<file path="src/rtl/cpu_sequencer_if.sv">
// Memory handshake bundle between the sequencer and the instruction/data memories.
// Latency: none, wires only.
// Backpressure: each request is held by the master until the slave returns its ack.
interface cpu_sequencer_if;
  logic imem_req;
  logic imem_ack;
  logic dmem_req;
  logic dmem_we;
  logic dmem_ack;

  modport master (
    output imem_req,
    output dmem_req,
    output dmem_we,
    input  imem_ack,
    input  dmem_ack
  );

  modport slave (
    input  imem_req,
    input  dmem_req,
    input  dmem_we,
    output imem_ack,
    output dmem_ack
  );
endinterface

</file>
<file path="src/rtl/cpu_sequencer.sv">
// Multi-cycle FETCH/DECODE/EXEC/MEM/WB sequencer that drives strobes for the CPU datapath.
// Latency: BEQ/JUMP/TLBWRITE 3 cycles, ALU 4, store 4, load 5, MUL 3+MUL_CYCLES (zero-wait acks).
// Backpressure: waits in FETCH/MEM until imem_ack/dmem_ack; optional SEQ_IRQ_EN adds TRAP/IRET.
module cpu_sequencer #(
  parameter int MUL_CYCLES = 4,  // 1..15, EXEC cycles spent on MUL
  parameter int CNT_W      = 32
) (
  input  logic                 clk,
  input  logic                 rst,
  input  logic [5:0]           opcode,
  input  logic                 alu_zero,
  input  logic                 irq,
  cpu_sequencer_if.master      mem,
  output logic                 ir_load,
  output logic                 pc_inc,
  output logic                 pc_load,
  output logic                 rf_we,
  output logic                 tlb_we,
  output logic                 illegal,
  output logic [CNT_W-1:0]     retired,
  output logic [2:0]           state
);

  typedef enum logic [2:0] {
    S_RESET  = 3'd0,
    S_FETCH  = 3'd1,
    S_DECODE = 3'd2,
    S_EXEC   = 3'd3,
    S_MEM    = 3'd4,
`ifdef SEQ_IRQ_EN
    S_WB     = 3'd5,
    S_TRAP   = 3'd6
`else
    S_WB     = 3'd5
`endif
  } state_e;

  typedef enum logic [3:0] {
    C_R, C_MUL, C_LOAD, C_STORE, C_MOV, C_BEQ, C_JUMP, C_TLB, C_IRET, C_ILL
  } cls_e;

  // MUL holds EXEC until the counter, loaded with MUL_CYCLES-1, reaches zero.
  localparam logic [3:0] MUL_INIT = 4'(MUL_CYCLES - 1);

  state_e           state_q, state_d;
  cls_e             cls_q, cls_d;
  logic [3:0]       mul_cnt_q, mul_cnt_d;
  logic [CNT_W-1:0] retired_q, retired_d;
  cls_e             op_cls;
  logic             retire;
  logic             imem_req_c, dmem_req_c, dmem_we_c;

`ifdef SEQ_IRQ_EN
  logic ie_q, ie_d;
`else
  logic unused_irq;
  assign unused_irq = irq;
`endif

  function automatic cls_e decode_op(input logic [5:0] op);
    cls_e c;
    case (op)
      6'd0, 6'd1, 6'd3, 6'd4: c = C_R;
      6'd2:                   c = C_MUL;
      6'd10, 6'd11:           c = C_LOAD;
      6'd12, 6'd13:           c = C_STORE;
      6'd14:                  c = C_MOV;
      6'd20:                  c = C_BEQ;
      6'd21:                  c = C_JUMP;
      6'd30:                  c = C_TLB;
      6'd31:                  c = C_IRET;
      default:                c = C_ILL;
    endcase
    return c;
  endfunction

  assign op_cls = decode_op(opcode);

  // Next-state and strobe generation; strobes are Moore outputs of the state plus ack.
  always_comb begin
    state_d    = state_q;
    cls_d      = cls_q;
    mul_cnt_d  = mul_cnt_q;
`ifdef SEQ_IRQ_EN
    ie_d       = ie_q;
`endif
    imem_req_c = 1'b0;
    dmem_req_c = 1'b0;
    dmem_we_c  = 1'b0;
    ir_load    = 1'b0;
    pc_inc     = 1'b0;
    pc_load    = 1'b0;
    rf_we      = 1'b0;
    tlb_we     = 1'b0;
    illegal    = 1'b0;
    retire     = 1'b0;

    case (state_q)
      S_RESET: state_d = S_FETCH;

      S_FETCH: begin
        imem_req_c = 1'b1;
        if (mem.imem_ack) begin
          ir_load = 1'b1;
          state_d = S_DECODE;
        end
      end

      S_DECODE: begin
        pc_inc    = 1'b1;
        cls_d     = op_cls;
        mul_cnt_d = MUL_INIT;
        if (op_cls == C_ILL) begin
          illegal = 1'b1;
          state_d = S_FETCH;
        end else begin
          state_d = S_EXEC;
        end
      end

      S_EXEC: begin
        case (cls_q)
          C_R, C_MOV: state_d = S_WB;
          C_MUL: begin
            if (mul_cnt_q == 4'd0) state_d = S_WB;
            else mul_cnt_d = mul_cnt_q - 4'd1;
          end
          C_LOAD, C_STORE: state_d = S_MEM;
          C_BEQ: begin
            pc_load = alu_zero;
            retire  = 1'b1;
            state_d = S_FETCH;
          end
          C_JUMP: begin
            pc_load = 1'b1;
            retire  = 1'b1;
            state_d = S_FETCH;
          end
          C_TLB: begin
            tlb_we  = 1'b1;
            retire  = 1'b1;
            state_d = S_FETCH;
          end
          C_IRET: begin
`ifdef SEQ_IRQ_EN
            pc_load = 1'b1;
            ie_d    = 1'b1;
`endif
            retire  = 1'b1;
            state_d = S_FETCH;
          end
          default: state_d = S_FETCH;
        endcase
      end

      S_MEM: begin
        dmem_req_c = 1'b1;
        dmem_we_c  = (cls_q == C_STORE);
        if (mem.dmem_ack) begin
          if (cls_q == C_STORE) begin
            retire  = 1'b1;
            state_d = S_FETCH;
          end else begin
            state_d = S_WB;
          end
        end
      end

      S_WB: begin
        rf_we   = 1'b1;
        retire  = 1'b1;
        state_d = S_FETCH;
      end

`ifdef SEQ_IRQ_EN
      S_TRAP: begin
        pc_load = 1'b1;
        ie_d    = 1'b0;
        state_d = S_FETCH;
      end
`endif

      default: state_d = S_FETCH;
    endcase

`ifdef SEQ_IRQ_EN
    // An enabled interrupt diverts the retiring instruction's successor into TRAP.
    if (retire && irq && ie_q) state_d = S_TRAP;
`endif

    retired_d = retired_q + CNT_W'(retire);
  end

  // State registers; async reset drops every request immediately via S_RESET.
  always_ff @(posedge clk or posedge rst) begin
    if (rst) begin
      state_q   <= S_RESET;
      cls_q     <= C_R;
      mul_cnt_q <= 4'd0;
      retired_q <= '0;
`ifdef SEQ_IRQ_EN
      ie_q      <= 1'b1;
`endif
    end else begin
      state_q   <= state_d;
      cls_q     <= cls_d;
      mul_cnt_q <= mul_cnt_d;
      retired_q <= retired_d;
`ifdef SEQ_IRQ_EN
      ie_q      <= ie_d;
`endif
    end
  end

  assign mem.imem_req = imem_req_c;
  assign mem.dmem_req = dmem_req_c;
  assign mem.dmem_we  = dmem_we_c;
  assign retired      = retired_q;
  assign state        = state_q;

endmodule

</file>
<file path="src/flat_wrapper.sv">
// flat-port wrapper written by rule: the top's interface ports become plain ports
module cpu_sequencer_flat 
#(
  parameter int MUL_CYCLES = 4,                                    
  parameter int CNT_W      = 32
)
  (clk, rst, opcode, alu_zero, irq, ir_load, pc_inc, pc_load, rf_we, tlb_we, illegal, retired, state, mem_imem_req, mem_dmem_req, mem_dmem_we, mem_imem_ack, mem_dmem_ack);
  cpu_sequencer_if mem_i ();
  input  logic clk;
  input  logic rst;
  input  logic [5:0] opcode;
  input  logic alu_zero;
  input  logic irq;
  output logic ir_load;
  output logic pc_inc;
  output logic pc_load;
  output logic rf_we;
  output logic tlb_we;
  output logic illegal;
  output logic [CNT_W-1:0] retired;
  output logic [2:0] state;
  output wire logic [$bits(mem_i.imem_req)-1:0] mem_imem_req;
  output wire logic [$bits(mem_i.dmem_req)-1:0] mem_dmem_req;
  output wire logic [$bits(mem_i.dmem_we)-1:0] mem_dmem_we;
  input wire logic [$bits(mem_i.imem_ack)-1:0] mem_imem_ack;
  input wire logic [$bits(mem_i.dmem_ack)-1:0] mem_dmem_ack;
  assign mem_imem_req = mem_i.imem_req;
  assign mem_dmem_req = mem_i.dmem_req;
  assign mem_dmem_we = mem_i.dmem_we;
  assign mem_i.imem_ack = mem_imem_ack;
  assign mem_i.dmem_ack = mem_dmem_ack;
  cpu_sequencer #(.MUL_CYCLES(MUL_CYCLES), .CNT_W(CNT_W)) u_core (.clk(clk), .rst(rst), .opcode(opcode), .alu_zero(alu_zero), .irq(irq), .mem(mem_i), .ir_load(ir_load), .pc_inc(pc_inc), .pc_load(pc_load), .rf_we(rf_we), .tlb_we(tlb_we), .illegal(illegal), .retired(retired), .state(state));
endmodule
</file>
<file path="config.mk">
export PLATFORM = sky130hd
export DESIGN_NAME = cpu_sequencer_flat
export DESIGN_NICKNAME = d
export VERILOG_FILES = /design/src/rtl/cpu_sequencer_if.sv /design/src/rtl/cpu_sequencer.sv /design/src/flat_wrapper.sv
export SDC_FILE = /design/constraint.sdc
export NUM_CORES = 1
export LEC_CHECK = 0
export ABC_AREA = 1
export ABC_CLOCK_PERIOD_IN_PS = 5300
export CAP_MARGIN = 20
export CORE_MARGIN = 2
export CORE_UTILIZATION = 30
export CTS_CLUSTER_SIZE = 14
export DETAILED_ROUTE_END_ITERATION = 12
export PLACE_DENSITY = 0.56
export SETUP_SLACK_MARGIN = 0.5
export SYNTH_ARGS = -nofsm -noshare
export SYNTH_HDL_FRONTEND = slang
export SYNTH_SLANG_ARGS = --single-unit
</file>
<file path="constraint.sdc">
create_clock -name clk -period 5.3 [get_ports clk]
set_clock_uncertainty 0.15 [all_clocks]
set_input_delay 1.06 -clock clk [delete_from_list [all_inputs] [get_ports clk]]
set_output_delay 1.06 -clock clk [all_outputs]
set_load 0.005 [all_outputs]
</file>
==> results.toml <==
[yosys]
synthTopCellsByArea = "dfrtp_1, nand2_1, xor2_1"
ys_seq_area_share_pct = 43.1
synth_xor_area_share_pct = 9.82
synth_compound_area_share_pct = 4.36
netlist_area_sq_um = 2500
synth-simple-area-share_pct = 32.9
yosys_warnings = 0
synth_mux_area_share_pct = 0
ys_ff_latch = 43
synth_top_area_share_pct = 43.1
synth_fp_nets = 332
yosys.area.top_type = "dfrtp_1"
syn_inst = 315
synthAdderAreaFrac_pct = 2.51
synth_cell_types = 27
syn_avg_cell_area_sq_um = 7.93
synth_top_family_by_area = "simple AND/OR/NAND/NOR gates"

[clock_tree]
clk_latency_ps = 300
clkTransAtPathRegs_ps = 90
cts_tree = "done"
ctsResizeCount = 0
cts_buffers = 5
cts_root_buffer = "clkbuf_8"
post-cts-setup-buffers = 0
htreeDepth = 2
hold_buffers = 0
cts.sinks = 43
cts_buffer_depth = 2

[finish]
design_area_sq_um = 3260
syn_to_final_growth_pct = 30.6
mostFrequentLayoutCells = "nand2_1, clkdlybuf4s50_1, inv_1, dfrtp_1, nor2_1"
drive_above_1_share_pct = 8.20
diodes = 0
fillers = 849
seqCellArea_sq_um = 1080
final_common_cell = "nand2_1"
fin_nets = 394
multiInputGateArea_sq_um = 1240

[power]
p_sw_uw = 362
share_seq_of_total_power_pct = 44.3
p_int_uw = 644
p_sw_share_pct = 36.0
power_frac_comb_pct = 34.9
power.density_cell_area_nw_per_um2 = 308
peakVddDrop_mv = 0.179
clock_power_share_pct = 20.8
leakagePower_uw = 0.00157

[placement]
placedInstanceArea_sq_um = 3180
dp_hpwl_microns = 4520
gp_congestion = 0.841
port_buffers = 54

[sta]
finalSetupViolCount = 0
hold_viol = 0
slew_viol_final = 0
setup_total_negative_slack_ps = 0
finalCritPeriodShare_pct = 79.6
period_needed_ps = 4220
fmax_mhz = 237
worst_pin_slew_ps = 544
holdWs_ps = 332
rsz0062_at_grt = "no"
maxSlewHeadroom_pct = 63.7

[grt]
grt_max_degree = 44
grt_use_total_pct = 13.9
grt_pass1_vias = 2284
grt_pass1_wl_microns = 9960
grt_overflow = 0
grt_antenna_before_repair = 0

[routing]
antenna_left = 0
drc_errors = 0
viasPerCell = 4.61
initialDrtViolationCount = 93
wl_microns = 5690
drtPass1Iterations = 4
route.vias.total = 2228
wl_per_cell_microns = 11.8

[die]
start_util_pct = 30.7
num_rows = 33
top_level_ports = 56
die_width_microns = 95.2
dieArea_sq_um = 9070
die_h_microns = 95.2
core_area_sq_um = 8130

[critical_path]
cp-start-kind = "input pin"
required_ps = 4090
crit_arrival_ps = 3010
critical_path.max_fanout = 5
critical_path_class = "input pin to primary output"
end_kind = "primary output"

[run]
max_cap_viol_count = 0

[min_path]
hold_class = "register to register"

[run_status]
status = "finished clean"
[worst max-delay path: stages]
cell and delay, ps:
clkdlybuf4s50_1 550, inv_1 100, ha_1 280, nor2_1 40, nor2_1 80, nor2_1 50
o21ai_0 100, nand3_1 130, nor2_1 100, clkdlybuf4s50_1 510
[cells in the mapped netlist]
master    count
a211oi_1      1
a21oi_1       4
a31oi_1       2
dfrtp_1      43
ha_1          5
inv_1        43
inv_2         6
nand2_1      82
nand2_2       1
nand3_1      19
nand3_2       2
nand3b_1      1
nand4_1       5
nand4_2       1
nor2_1       34
nor2_2        3
nor2_4        2
nor3_1        9
nor3_2        4
nor3_4        3
nor4_1        4
nor4_2        1
o21ai_0       9
o221ai_1      1
o31ai_1       2
xnor2_1       6
xor2_1       22
[logic make-up after synthesis]
kind of cell,count (synthesis)
flip-flops,43
adder cells (fa/ha/maj),5
buffers and inverters,49
AO/OA/AOI/OAI,19
XOR/XNOR,28
AND/OR/NAND/NOR,171
[sequential cells by signal, indices dropped and copies added (netlist names)]
register          cells
u_core.cls_q          4
u_core.mul_cnt_q      4
u_core.retired       32
u_core.state          3
[worst paths after layout]
| kind | cells past startpoint | to | start | slack, ps |
|---|---|---|---|---|
| worst max-delay path | 10 | illegal | opcode[1] | 1080 |
| worst min-delay path | 1 | u_core.retired[31] | u_core.retired[31] | 330 |
| worst max register to register | 14 | u_core.retired[22] | u_core.cls_q[3] | 2420 |
| worst min register to register | 1 | u_core.retired[31] | u_core.retired[31] | 330 |
| max in group asynchronous | 3 | u_core.retired[26] | rst | 3590 |
| min in group asynchronous | 3 | u_core.retired[10] | rst | 1030 |
[metal layers]
layer  wire [microns]  part of all wire, %  track usage, %
met5                0                    0               0
met4               66                  1.2            3.62
met3              342                  6.0            4.58
met2             2790                   49            24.0
met1             2500                   44            16.6
[layout make-up]
| cell class | count | share of cell area [%] |
|---|---|---|
| inverter | 49 | 5.64 |
| clock inverter | 2 | 0.384 |
| timing repair buffer | 55 | 16.8 |
| sequential | 43 | 33.0 |
| multi-input combinational | 223 | 37.9 |
| tap | 105 | 4.03 |
| clock buffer | 6 | 2.22 |
[power groups by stage]
stage	Combinational [uW]	Sequential [uW]	Clock, uW
final	351	445	209
after global routing	402	456	235
after CTS	356	447	217
after detailed placement	354	452	0
after global placement	349	452	0
after floorplan	202	443	0
[metrics by stage]
step	utilization, %	worst slack (ps)	std cells	power, uW
after floorplan	-	2280	315	645
after global placement	39.1	1120	475	801
after detailed placement	39.1	1100	475	806
after CTS	40.1	1080	483	1020
after global routing	40.1	924	483	1090
final	40.1	1080	483	1010
Note: power is estimated with default switching activity, not from simulation.
